<file path="config.mk">
export PLATFORM = sky130hd
export DESIGN_NAME = mem_port_master
export DESIGN_NICKNAME = d
export VERILOG_FILES = /design/src/rtl/mem_port_pkg.sv /design/src/rtl/mem_port_master.sv
export SDC_FILE = /design/constraint.sdc
export NUM_CORES = 1
export LEC_CHECK = 0
export ABC_AREA = 1
export CELL_PAD_IN_SITES_DETAIL_PLACEMENT = 0
export CELL_PAD_IN_SITES_GLOBAL_PLACEMENT = 1
export CORE_ASPECT_RATIO = 0.5
export CORE_MARGIN = 5
export CORE_UTILIZATION = 30
export DETAILED_ROUTE_END_ITERATION = 8
export PLACE_DENSITY_LB_ADDON = 0.1
export SYNTH_ARGS = -nofsm -noshare
export SYNTH_HDL_FRONTEND = slang
export SYNTH_SLANG_ARGS = --single-unit
export TNS_END_PERCENT = 5
</file>
<file path="constraint.sdc">
create_clock -name clk -period 1.86 [get_ports clk]
set_clock_uncertainty 0.15 [all_clocks]
set_input_delay 0.465 -clock clk [delete_from_list [all_inputs] [get_ports clk]]
set_output_delay 0.465 -clock clk [all_outputs]
set_load 0.05 [all_outputs]
</file>
<file path="src/rtl/mem_port_pkg.sv">
// Shared types and defaults for the scratch-memory port initiator.
package mem_port_pkg;

    localparam int unsigned DEFAULT_ADDR_W = 8;
    localparam int unsigned DEFAULT_DATA_W = 8;
    localparam int unsigned DEFAULT_DEPTH  = 8;
    localparam int unsigned DEFAULT_LEN_W  = 4;

    typedef enum logic [2:0] {
        IDLE       = 3'd0,
        WR_WAIT    = 3'd1,
        WR_PULSE   = 3'd2,
        RD_SETTLE  = 3'd3,
        RD_PRESENT = 3'd4
    } state_t;

    function automatic int unsigned wrap_inc(input int unsigned a, input int unsigned depth);
        return (a + 1) % depth;
    endfunction

endpackage

</file>
<file path="src/rtl/mem_port_master.sv">
// Burst read/write initiator for the scratch memory; every memory pin is driven
// straight from a flop so the write strobe is a clean single-cycle pulse.
module mem_port_master
    import mem_port_pkg::*;
#(
    parameter int unsigned ADDR_W = DEFAULT_ADDR_W,
    parameter int unsigned DATA_W = DEFAULT_DATA_W,
    parameter int unsigned DEPTH  = DEFAULT_DEPTH,
    parameter int unsigned LEN_W  = DEFAULT_LEN_W
) (
    input  logic              clk,
    input  logic              rst,
    input  logic              cmd_valid,
    output logic              cmd_ready,
    input  logic              cmd_we,
    input  logic [ADDR_W-1:0] cmd_addr,
    input  logic [LEN_W-1:0]  cmd_len,
    input  logic              wr_valid,
    output logic              wr_ready,
    input  logic [DATA_W-1:0] wr_data,
    output logic              rd_valid,
    input  logic              rd_ready,
    output logic [DATA_W-1:0] rd_data,
    output logic              busy,
    output logic              done,
    output logic              err,
    output logic              mem_we,
    output logic [ADDR_W-1:0] mem_address,
    output logic [DATA_W-1:0] mem_data_in,
    input  logic [DATA_W-1:0] mem_data_out
);

    localparam logic [LEN_W:0]  MAX_LEN  = (LEN_W+1)'(DEPTH);
    localparam logic [ADDR_W:0] ADDR_LIM = (ADDR_W+1)'(DEPTH);

    state_t             state;
    logic [LEN_W-1:0]   remaining;
    logic               cmd_bad;
    logic               last_beat;
    logic [ADDR_W-1:0]  addr_next;

    assign cmd_bad   = (cmd_len == '0) || ({1'b0, cmd_len} > MAX_LEN)
                    || ({1'b0, cmd_addr} >= ADDR_LIM);
    assign last_beat = (remaining == LEN_W'(1));
    assign addr_next = ADDR_W'(wrap_inc(32'(mem_address), DEPTH));
    assign busy      = (state != IDLE);

    // mem_address doubles as the burst address counter
    always_ff @(posedge clk) begin
        if (rst) begin
            state       <= IDLE;
            remaining   <= '0;
            cmd_ready   <= 1'b0;
            wr_ready    <= 1'b0;
            rd_valid    <= 1'b0;
            rd_data     <= '0;
            done        <= 1'b0;
            err         <= 1'b0;
            mem_we      <= 1'b0;
            mem_address <= '0;
            mem_data_in <= '0;
        end else begin
            done   <= 1'b0;
            err    <= 1'b0;
            mem_we <= 1'b0;
            case (state)
                IDLE: begin
                    cmd_ready <= 1'b1;
                    if (cmd_valid && cmd_ready) begin
                        if (cmd_bad) begin
                            err <= 1'b1;
                        end else begin
                            cmd_ready   <= 1'b0;
                            mem_address <= cmd_addr;
                            remaining   <= cmd_len;
                            if (cmd_we) begin
                                wr_ready <= 1'b1;
                                state    <= WR_WAIT;
                            end else begin
                                state    <= RD_SETTLE;
                            end
                        end
                    end
                end
                WR_WAIT: begin
                    if (wr_valid && wr_ready) begin
                        mem_data_in <= wr_data;
                        mem_we      <= 1'b1;
                        wr_ready    <= 1'b0;
                        state       <= WR_PULSE;
                    end
                end
                WR_PULSE: begin
                    mem_address <= addr_next;
                    remaining   <= remaining - LEN_W'(1);
                    if (last_beat) begin
                        done      <= 1'b1;
                        cmd_ready <= 1'b1;
                        state     <= IDLE;
                    end else begin
                        wr_ready  <= 1'b1;
                        state     <= WR_WAIT;
                    end
                end
                RD_SETTLE: begin
                    rd_data  <= mem_data_out;
                    rd_valid <= 1'b1;
                    state    <= RD_PRESENT;
                end
                RD_PRESENT: begin
                    if (rd_ready) begin
                        rd_valid    <= 1'b0;
                        mem_address <= addr_next;
                        remaining   <= remaining - LEN_W'(1);
                        if (last_beat) begin
                            done      <= 1'b1;
                            cmd_ready <= 1'b1;
                            state     <= IDLE;
                        end else begin
                            state     <= RD_SETTLE;
                        end
                    end
                end
                default: state <= IDLE;
            endcase
        end
    end

endmodule

</file>
### Word level (Yosys, flattened, before mapping)

Cells that the tools add are included.

* eq/ne operators: 11
* reduce and logical (&&, ||, !) cells: 18
* $lt $le $gt $ge: 2
* add/subtract/negate cells: 2
* mux-type cells: 33
* bitwise operators: 3

Operator list (count)
* 8-bit two-way mux: 3
* 8-bit one-hot mux with 3 select lines: 1
* 3-bit one-hot mux with 5 select lines: 1
* 1-bit two-way mux: 14
* 3-bit two-way mux: 4
* 4-bit two-way mux: 3
* 2-bit inequality test (second input constant): 6
* 4-bit one-hot mux with 3 select lines: 1
* 3-bit nonzero test: 3
* 8-bit by 4-bit >= comparator with 1-bit output (second input constant): 1
* 4-bit AND reduction: 2
* 3-bit by 2-bit == test with 1-bit output (second input constant): 2
* 1-bit one-hot mux with 3 select lines: 2
* 2-bit AND reduction: 3
* 6-bit AND reduction: 1
* 4-bit by 1-bit == test with 1-bit output (second input constant): 1
* 4-bit greater-than comparator (second input constant): 1
* 4-bit logical NOT: 1
* 2-bit two-way mux: 2
* 1-bit one-hot mux with 2 select lines: 2
* 4-bit by 1-bit subtractor with 4-bit output (second input constant): 1
* 3-bit by 1-bit adder with 3-bit output (second input constant): 1
* 3-bit by 1-bit == test with 1-bit output (second input constant): 1
* 3-bit == test (second input constant): 1
* other kinds (7): 11

* output and inout port bits: 31
* register bits after elaboration: 37
* input port bits: 34

### Logic depth before layout (Yosys ltp)

Gate-level depths: netlist (run 1).

* word-level depth: 6
* gate-level depth with buffers: 11

### Least setup slack after synthesis (run 1)

No wires, ideal clock.

* path type: flip-flop to flip-flop
* start point: register state[2]
* end point: register mem_address[0]
* data required time: 1.593 ns
* setup time: 0.117 ns
* period minus slack after synthesis: 1.636 ns
* data arrival time: 1.369 ns
* path slack: 0.224 ns
* cell stages (with the launch flop): 12
* buffers on the path: 2
* cell sequence: dfxtp_1 -> clkbuf_2 -> inv_2 -> nand2_2 -> inv_2 -> nand2_1 -> nand2_1 -> inv_2 -> buf_6 -> nand3b_1 -> nand2_1 -> nor2_1

* cells in the longest elaborated chain, start to end: 3

Ends and longest elaborated chain
* from (decl): RTL line mem_port_master.sv:36 `state_t state;`
* from (signal assigned): RTL line mem_port_master.sv:51 `state <= IDLE;`
* from (signal assigned): RTL line mem_port_master.sv:78 `state <= WR_WAIT;`
* from (signal assigned): RTL line mem_port_master.sv:80 `state <= RD_SETTLE;`
* 3-bit == test (tied with other cells): RTL line mem_port_master.sv:66 `case (state)`
* 2-bit inequality test (no source line) or 3-bit nonzero test (tied branches)
* 4-bit AND reduction (no source line)
* to (signal assigned): RTL line mem_port_master.sv:74 `mem_address <= cmd_addr;`
* to (signal assigned): RTL line mem_port_master.sv:94 `mem_address <= addr_next;`
* to (signal assigned): RTL line mem_port_master.sv:113 `mem_address <= addr_next;`
* to (decl): RTL line mem_port_master.sv:28 `output logic [ADDR_W-1:0] mem_address,`

Several ways; a longest one is shown, not always the timed one.
A chain may end at the register's enable or synchronous reset.

### Final worst setup path (run 1)

* start point: register state[2]
* end point: output busy

* cells in the longest elaborated chain, start to end: 1

Ends and longest elaborated chain
* 3-bit nonzero test: RTL line mem_port_master.sv:46 `assign busy = (state != IDLE);`
* to (decl): RTL line mem_port_master.sv:24 `output logic busy,`

No other way between the ends.

==> reports/results.txt, run 1 <==
run status: complete, no violations
final RePlAce weighted congestion: 0.789
Min Clock Period, post-route: 1.80 ns
launch point of the worst hold path: mem_address[4]
top layer in use: met4
NumNets Final: 359
area added between synthesis and finish: 64.3%
Clk network pwr share: 0.497
DRC violations left: 0
post-synthesis sequential element count: 37
Longest Clk Path Bufs: 2
Leak: 1.24 nW
worst hold path type: reg -> reg
switching part of the total: 0.196
endpoint class of the critical path: primary output
post-CTS clock slew at the launch and capture registers of the worst setup and hold paths: 0.05 ns
via count of the first global-routing pass: 1706
Hold Crit Depth: 2
slew at the pin with the worst max-slew slack: 0.368 ns
Total Routing Usage GR: 0.133
Fin. Hold Viols: 0
floorplan core area: 5470 um2
largest net degree at the start of global routing: 22
routed via count divided by cell count: 4.53
DIE WIDTH: 116 um
placed insts: 385
number of nets produced by synthesis: 277
cell breakdown of the critical path: inv_2, nand2_2, buf_12
portion of total power attributed to combinational logic: 0.095
die outline area: 7310 um2
Initial Util: 0.308
Post-Route Utilization: 0.506
sequential share of the synthesized area: 0.439
Std-Cell Rows: 19
pre-CTS worst setup slack: -0.256 ns
CP bufs+invs: 2
Worst path top cell family by delay: flip-flops
worst setup path category: reg -> out
Routed met3 length: 423 um
average wire length per cell after detail routing: 12.5 um
Worst R2R Start: state[2]
syn avg cell area: 7.02 um2
Synth Cell Area: 1690 um2
adder-cell area share of the yosys netlist: 0.0223
Critical Path AT: 1.18 ns
post-layout worst setup margin: 0.0630 ns
met2 routed WL: 2.01 mm
Unique masters post-synth: 26
clock latency at the later pin of the worst-skew pair: 0.28 ns
largest family of logic cells by synthesized area: simple AND/OR/NAND/NOR gates
compound-gate portion of the synthesized area: 0.104
critical path launch point: state[2]
simple-gate area share of the yosys netlist: 0.363
placed standard-cell area: 2560 um2
# Max-Cap Violations: 0
number of H-tree branching levels: 2
Post-Layout Cell Count: 396
post-route cell area: 2770 um2
depth of the most critical reg-to-reg path: 10
fraction of synthesized cell area in xor and xnor cells: 0.00520
Detailed Place HPWL: 3.61 mm
number of DRC markers after the initial detailed-route iteration: 79
Gate Count Post-Synth: 240
total clock buffers created by CTS: 5
drt total wl: 4.94 mm
Net Sw Power: 386 uW
antenna violations before repair: 0
Die Y: 63 um
count of vias placed by the detailed router: 1794
unrepaired setup endpoints after global routing: no
slack of the worst reg-to-reg path: 0.15 ns
total grt overflow: 0
total power consumption of the routed design: 1.96 mW
fin. max-slew vios: 0
Inserted Diodes: 0
number of hold buffers added after cts: 0
Port Buffers: 64
WP data required: 1.24 ns
final setup fails: 0
clock tree from TritonCTS: built
sequential group share of total power: 0.409
CP Depth: 3
clock root cell: sky130_fd_sc_hd__clkbuf_16
I/O pin cnt: 65
count of nets left with antenna violations after detail routing: 0
slowest cell delay on critical path: 0.54 ns
Tcrit/Tclk final: 0.966
Relative slew margins: 0.754
Pre-antenna DRT Iters: 4
internal power consumption: 1.58 mW
maximum fanout along the worst path: 7
Crit-path slowest cell: sky130_fd_sc_hd__dfxtp_1
first-pass GRT wire length: 7.75 mm
share of synthesized area spent on multiplexers: 0
power density normalized to cell area: 709 nW/um2
proportion of layout cells with a drive suffix above 1: 0.223
total negative slack: 0 ns
number of warnings printed during yosys synthesis: 0
minimum hold slack: 0.289 ns
Peak VDD IR: 0.354 mV
wire length on met1: 2.46 mm
category of the worst setup path launch point: flop
number of clock sinks: 37
Fmax: 556 MHz
[layout by cell type, fill, tap and decap left out, types with 2 or more instances in the layout]
cell type and n:
sky130_fd_sc_hd__nand3b_1 5, sky130_fd_sc_hd__inv_2 4, sky130_fd_sc_hd__inv_1 15, sky130_fd_sc_hd__nor3_1 3
sky130_fd_sc_hd__nand3_2 2, sky130_fd_sc_hd__clkdlybuf4s50_1 33, sky130_fd_sc_hd__nand3_1 15, sky130_fd_sc_hd__dfxtp_1 37
sky130_fd_sc_hd__nand2_1 47, sky130_fd_sc_hd__nor2_1 57, sky130_fd_sc_hd__o21ai_0 18, sky130_fd_sc_hd__nand2_2 5
sky130_fd_sc_hd__clkbuf_16 5, sky130_fd_sc_hd__buf_4 36, sky130_fd_sc_hd__buf_12 12, sky130_fd_sc_hd__a21oi_1 13
sky130_fd_sc_hd__ha_1 3
[power groups by stage]
stage                     clock, mW  sequential, mW  combinational, mW
after floorplan                   0           0.827             0.0583
after global placement            0           0.819              0.183
after detailed placement          0           0.819              0.183
after CTS                      1.00           0.802              0.184
after global routing           1.04           0.802              0.201
final                         0.975           0.802              0.186
[timing repair]
action                                  in CTS  in global routing
buffers inserted                             0                  2
endpoints found under the setup margin       0                 15
resized for setup                            0                  3
[kinds of logic (layout without fill, tap and decap cells)]
kind of cell	Yosys count	after routing
adder cells (fa/ha/maj)	3	3
XOR/XNOR	1	1
flip-flops	37	37
AO/OA/AOI/OAI	34	34
AND/OR/NAND/NOR	139	140
buffers and inverters	26	108
[per-layer routing]
metal	vias to the layer above	GRT usage
met1	806	0.178
met4	0	0.0347
met5	-	0
li1	932	-
met3	6	0.0561
met2	50	0.197
[path summary, 6_finish.rpt]
kind                         end
setup / recovery            busy
hold / removal    mem_address[4]
setup reg to reg    remaining[0]
hold reg to reg   mem_address[4]
[tightest hold or removal path, stage by stage (launching register included)]
cell and delay, ns:
sky130_fd_sc_hd__dfxtp_1 0.31, sky130_fd_sc_hd__nand2_1 0.06, sky130_fd_sc_hd__nor2_1 0.03
[Yosys cell counts]
cell type,count,area (um2)
sky130_fd_sc_hd__buf_4,1,7.51
sky130_fd_sc_hd__nand2_1,47,176
sky130_fd_sc_hd__nor3_1,3,15.0
sky130_fd_sc_hd__inv_2,4,15.0
sky130_fd_sc_hd__nand3_1,16,80.1
sky130_fd_sc_hd__ha_1,3,37.5
sky130_fd_sc_hd__nor3_2,1,10.0
sky130_fd_sc_hd__nor3_4,1,16.3
sky130_fd_sc_hd__or2_2,1,6.26
sky130_fd_sc_hd__xnor2_1,1,8.76
sky130_fd_sc_hd__nand3_2,1,10.0
sky130_fd_sc_hd__nor2_4,1,11.3
sky130_fd_sc_hd__inv_1,15,56.3
sky130_fd_sc_hd__a21oi_1,13,65.1
sky130_fd_sc_hd__buf_2,1,5.00
sky130_fd_sc_hd__nor2_1,58,218
sky130_fd_sc_hd__o21ai_1,1,5.00
sky130_fd_sc_hd__nand3b_1,5,37.5
sky130_fd_sc_hd__clkbuf_2,1,5.00
sky130_fd_sc_hd__buf_6,1,11.3
sky130_fd_sc_hd__o21ai_0,18,90.1
sky130_fd_sc_hd__nand2_2,5,31.3
sky130_fd_sc_hd__dfxtp_1,37,741
sky130_fd_sc_hd__a211oi_1,1,7.51
sky130_fd_sc_hd__clkbuf_1,3,11.3
sky130_fd_sc_hd__o21a_1,1,7.51
[flip-flops by register name, summed over array words and instances, names as in the netlist, 3 cells and up]
signal       cells
rd_data          8
state            3
mem_data_in      8
remaining        4
mem_address      8
[area by class of cell]
type	count	area [um2]
well taps	73	91.3
repair buffers	81	841
multi-input cells	178	852
clock inverters	1	30.0
clock buffers	7	143
flip-flops and latches	37	741
fillers	551	2700
inverters	19	71.3
(Power assumes the default switching activity.)
==> inputs of run 2 (changes only) <==
- GPL_ROUTABILITY_DRIVEN: default -> 1
==> results of run 2 <==
Same layout as run 1: the final DEF is identical, and so are final timing and power.
